<file path="config.mk">
export PLATFORM = sky130hd
export DESIGN_NAME = mips_multicycle_ctrl
export DESIGN_NICKNAME = d
export VERILOG_FILES = /design/src/rtl/mips_multicycle_ctrl.sv
export SDC_FILE = /design/constraint.sdc
export NUM_CORES = 1
export LEC_CHECK = 0
export CAP_MARGIN = 20
export CORE_MARGIN = 4
export CORE_UTILIZATION = 35
export CTS_CLUSTER_DIAMETER = 60
export DETAILED_ROUTE_END_ITERATION = 10
export PLACE_DENSITY = 0.71
export SKIP_CTS_REPAIR_TIMING = 1
export SLEW_MARGIN = 40
export SYNTH_ARGS = -nofsm -noshare
export SYNTH_HDL_FRONTEND = slang
export SYNTH_SLANG_ARGS = --single-unit
export TNS_END_PERCENT = 100
</file>
<file path="constraint.sdc">
create_clock -name clk -period 1.5 [get_ports clk]
set_input_delay 0.45 -clock clk [delete_from_list [all_inputs] [get_ports clk]]
set_output_delay 0.45 -clock clk [all_outputs]
set_load 0.03 [all_outputs]
</file>
<file path="src/rtl/mips_multicycle_ctrl.sv">
// Control FSM for the multicycle MIPS datapath: sequences fetch, decode,
// execute, memory and writeback, stalling on the memory ready handshake.
module mips_multicycle_ctrl #(
    parameter logic [5:0] OP_RTYPE = 6'b000000,
    parameter logic [5:0] OP_LW    = 6'b100011,
    parameter logic [5:0] OP_SW    = 6'b101011,
    parameter logic [5:0] OP_BEQ   = 6'b000100,
    parameter logic [5:0] OP_J     = 6'b000010,
    parameter logic [5:0] OP_ADDI  = 6'b001000
) (
    input  logic       clk,
    input  logic       rst_n,
    input  logic [5:0] opcode,
    input  logic       mem_ready,
    output logic       pc_write,
    output logic       pc_write_cond,
    output logic       i_or_d,
    output logic       mem_read,
    output logic       mem_write,
    output logic       ir_write,
    output logic       mem_to_reg,
    output logic       reg_dst,
    output logic       reg_write,
    output logic       alu_src_a,
    output logic [1:0] alu_src_b,
    output logic [1:0] alu_op,
    output logic [1:0] pc_source,
    output logic       illegal_op,
    output logic [3:0] state
);

    typedef enum logic [3:0] {
        IDLE      = 4'd0,
        FETCH     = 4'd1,
        DECODE    = 4'd2,
        MEM_ADR   = 4'd3,
        MEM_RD    = 4'd4,
        MEM_WB    = 4'd5,
        MEM_WR    = 4'd6,
        R_EXEC    = 4'd7,
        R_WB      = 4'd8,
        BEQ       = 4'd9,
        JUMP      = 4'd10,
        ADDI_EXEC = 4'd11,
        ADDI_WB   = 4'd12
    } state_t;

    state_t cur, nxt;

    always_ff @(posedge clk or negedge rst_n) begin
        if (!rst_n) cur <= IDLE;
        else        cur <= nxt;
    end

    always_comb begin
        nxt = FETCH;
        case (cur)
            IDLE:      nxt = FETCH;
            FETCH:     nxt = mem_ready ? DECODE : FETCH;
            DECODE: begin
                case (opcode)
                    OP_LW, OP_SW: nxt = MEM_ADR;
                    OP_RTYPE:     nxt = R_EXEC;
                    OP_BEQ:       nxt = BEQ;
                    OP_J:         nxt = JUMP;
                    OP_ADDI:      nxt = ADDI_EXEC;
                    default:      nxt = FETCH;
                endcase
            end
            MEM_ADR:   nxt = (opcode == OP_SW) ? MEM_WR : MEM_RD;
            MEM_RD:    nxt = mem_ready ? MEM_WB : MEM_RD;
            MEM_WR:    nxt = mem_ready ? FETCH : MEM_WR;
            R_EXEC:    nxt = R_WB;
            ADDI_EXEC: nxt = ADDI_WB;
            default:   nxt = FETCH;
        endcase
    end

    always_comb begin
        pc_write      = 1'b0;
        pc_write_cond = 1'b0;
        i_or_d        = 1'b0;
        mem_read      = 1'b0;
        mem_write     = 1'b0;
        ir_write      = 1'b0;
        mem_to_reg    = 1'b0;
        reg_dst       = 1'b0;
        reg_write     = 1'b0;
        alu_src_a     = 1'b0;
        alu_src_b     = 2'b00;
        alu_op        = 2'b00;
        pc_source     = 2'b00;
        illegal_op    = 1'b0;
        case (cur)
            FETCH: begin
                // IR and PC load only on the cycle the memory delivers the word
                mem_read  = 1'b1;
                alu_src_b = 2'b01;
                ir_write  = mem_ready;
                pc_write  = mem_ready;
            end
            DECODE: begin
                alu_src_b = 2'b11;
                case (opcode)
                    OP_LW, OP_SW, OP_RTYPE, OP_BEQ, OP_J, OP_ADDI: illegal_op = 1'b0;
                    default:                                       illegal_op = 1'b1;
                endcase
            end
            MEM_ADR, ADDI_EXEC: begin
                alu_src_a = 1'b1;
                alu_src_b = 2'b10;
            end
            MEM_RD: begin
                mem_read = 1'b1;
                i_or_d   = 1'b1;
            end
            MEM_WB: begin
                reg_write  = 1'b1;
                mem_to_reg = 1'b1;
            end
            MEM_WR: begin
                mem_write = 1'b1;
                i_or_d    = 1'b1;
            end
            R_EXEC: begin
                alu_src_a = 1'b1;
                alu_op    = 2'b10;
            end
            R_WB: begin
                reg_write = 1'b1;
                reg_dst   = 1'b1;
            end
            BEQ: begin
                alu_src_a     = 1'b1;
                alu_op        = 2'b01;
                pc_write_cond = 1'b1;
                pc_source     = 2'b01;
            end
            JUMP: begin
                pc_write  = 1'b1;
                pc_source = 2'b10;
            end
            ADDI_WB: reg_write = 1'b1;
            default: ;
        endcase
    end

    assign state = cur;

endmodule

</file>
==> flow_summary.yaml <==
synthesis:
  synthXorXnorAreaFrac_pct: 3.21
  synth_compound_area_share_pct: 26.1
  synthMuxAreaShare_pct: 0
  yosys_warnings: 0
  synth_nets: 78
  syn_inst: 69
  netlist_area_um2: 546
  synthAdderAreaFrac_pct: 0
  post_synth_num_cell_types: 36
  ys_seq_area_share_pct: 18.3
  synth_top_family_by_area: "simple AND/OR/NAND/NOR gates"
  ys_top_cells_by_area: "dfrtp_1, nor2_1, buf_6"
  ys_ff_latch: 4
  synth-simple-area-share_pct: 43.8
  yosysTopAreaCellShare_pct: 18.3
  synth_top_area_cell: "dfrtp_1"
  syn_area_per_cell_um2: 7.91
finish:
  fillCellCount: 90
  largest_register_ffs: 4
  synthToLayoutAreaGrowth_pct: 108
  layout.nets: 131
  final_common_cell: "buf_4"
  layout_common_cells: "buf_4, buf_6, nor2_2"
  antenna_cells: 0
  drive_gt1_share_pct: 74.2
worst_setup_path:
  path_max_fanout: 6
  timing.rr.end: "state[2]"
  ff2ff_path_depth: 4
  r2r_slack_ps: 120
  critPathSlowestCell: "and4_4"
  crit_chain: "clkbuf_2, xor2_1, o211ai_1, and4_4, buf_6"
  cp_num_buf_inv: 2
  start_kind: "input pin"
  endpoint_kind: "output pin"
  crit-reg2reg-launch: "state[3]"
  required_ps: 1050
  critical_path_arrival_ps: 1330
  critPathMaxStageDelay_ps: 250
  path_delay_family: "buffers and inverters"
  path_class: "input pin to output pin"
clock_network:
  clkSinkCount: 4
  htreeDepth: 1
  cts-buffers-inserted: 3
  root_buffer: "clkbuf_4"
  clk_pin_slew_ps: 40
  clk_latency_ps: 240
  clk_path_buf_depth: 2
  cts_tree: "built"
global_route:
  grt_pass1_wl_um: 3050
  grt_max_degree: 13
  grt_usage_pct: 19.1
  grt-ovfl-total: 0
  grt_pass1_vias: 714
  antenna_found_initial: 0
sta:
  tns_ps: -3460
  setup_viol: 17
  fin_crit_sh_pct: 119
  final-hold-violation-count: 0
  max_slew_margin_pct: 81.8
  finClkSkew_ps: 0.205
  setup_ws_ps: -282
  drv_slew: 0
  tightest_slew_ps: 269
  rsz0062_at_grt: "true"
  period_needed_ps: 1780
  fmax_mhz: 561
route:
  drt_wl_total_um: 2070
  vias: 771
  wl_per_cell_um: 15.4
  first_pass_iters: 4
  drt_iter0_markers: 23
  vias_per_cell: 5.71
  ant_nets: 0
  drc: 0
floorplan:
  core_um2: 1380
  io_pins: 30
  design.die.area_um2: 2250
  rows: 13
  chipHeight_um: 47.5
  die_w_um: 47.5
  start_util_pct: 39.5
power_and_ir_drop:
  power.density_nw_per_um2: 1810
  peakVddDrop_v: 0.000877
  total_power_mw: 2.06
  leakagePower_nw: 0.536
hold_path:
  min_path_type: "input pin to async pin"
placed_design:
  port-buffer-count: 29
  dp_hpwl_um: 1540
  routabilityCongestion: 0.842
flow_run:
  cap_violations: 0
run_status:
  violations: "setup timing"
  status: "complete, but fails checks"
## worst register-to-register path, stage by stage (launching register included)
cell	delay [ps]
dfrtp_2	450
nand2b_2	290
buf_4	180
a211o_1	260
o211ai_1	110
## routing by layer
| metal | track usage [%] | routed length [µm] | vias to the layer above |
|---|---|---|---|
| met5 | 0 | 0 | - |
| met4 | 4.97 | 21 | 0 |
| met2 | 36.9 | 1130 | 32 |
| li1 | - | - | 361 |
| met3 | 3.76 | 136 | 4 |
| met1 | 20.9 | 782 | 374 |
## cell families (layout without fill, tap and decap cells)
logic type / Yosys count / in the layout
AND/OR/NAND/NOR: 38 / 38
AO/OA/AOI/OAI: 20 / 20
buffers and inverters: 5 / 56
flip-flops: 4 / 4
XOR/XNOR: 2 / 2
## layout make-up
| class | instances | area, µm² | area share (%) |
|---|---|---|---|
| Clock buffer | 3 | 22.5 | 1.98 |
| Multi-Input combinational cell | 60 | 546 | 48.0 |
| Sequential cell | 4 | 105 | 9.24 |
| Tap cell | 15 | 18.8 | 1.65 |
| Timing Repair Buffer | 53 | 445 | 39.2 |
## through the flow
stage / worst slack (ps) / area, µm² / utilization [%] / hold WS (ps) / instances
2_1_floorplan: -158 / 663 / - / 154 / 69
3_3_place_gp: -632 / 1020 / 73.8 / 642 / 129
3_5_place_dp: -704 / 1020 / 73.8 / 636 / 129
4_1_cts: -711 / 1040 / 75.5 / 421 / 132
5_1_grt: -354 / 1140 / 82.3 / 421 / 135
6_report: -282 / 1140 / 82.3 / 416 / 135
## synthesized netlist by cell type
library cell and n:
and2b_1 2, a211oi_1 1, nor3b_1 1, buf_2 1
a21oi_1 2, o2111ai_1 1, o21ai_1 1, and4_1 1
a21o_1 1, o211ai_1 3, a41o_1 1, o21ai_0 4
buf_4 1, buf_6 3, xnor2_1 1, nor2b_1 4
a22o_1 1, xor2_1 1, and4bb_2 1, nand2b_1 4
nand2_1 1, a21oi_2 1, nor4b_1 1, nand3b_4 1
nor3_1 3, nor4_1 1, nor2_1 12, a21boi_1 1
a2bb2oi_1 2, nand4_1 2, a211o_1 1, and3_1 1
dfrtp_1 4, nor3_4 1, nand3_1 1, nand2_2 1
## power by group
group,internal (mW),switching (mW)
combinational,0.781,0.890
sequential,0.153,0.102
clock,0.0896,0.0458
total,1.02,1.04
## worst max path at each step
stage,startpoint,to,cells after the start
2_1_floorplan,state[3],pc_write,4
3_3_place_gp,opcode[0],illegal_op,5
3_5_place_dp,opcode[1],illegal_op,5
4_1_cts,opcode[1],illegal_op,5
5_1_grt,opcode[1],illegal_op,5
6_report,opcode[1],illegal_op,5
Note: power is estimated with default switching activity, not from simulation.
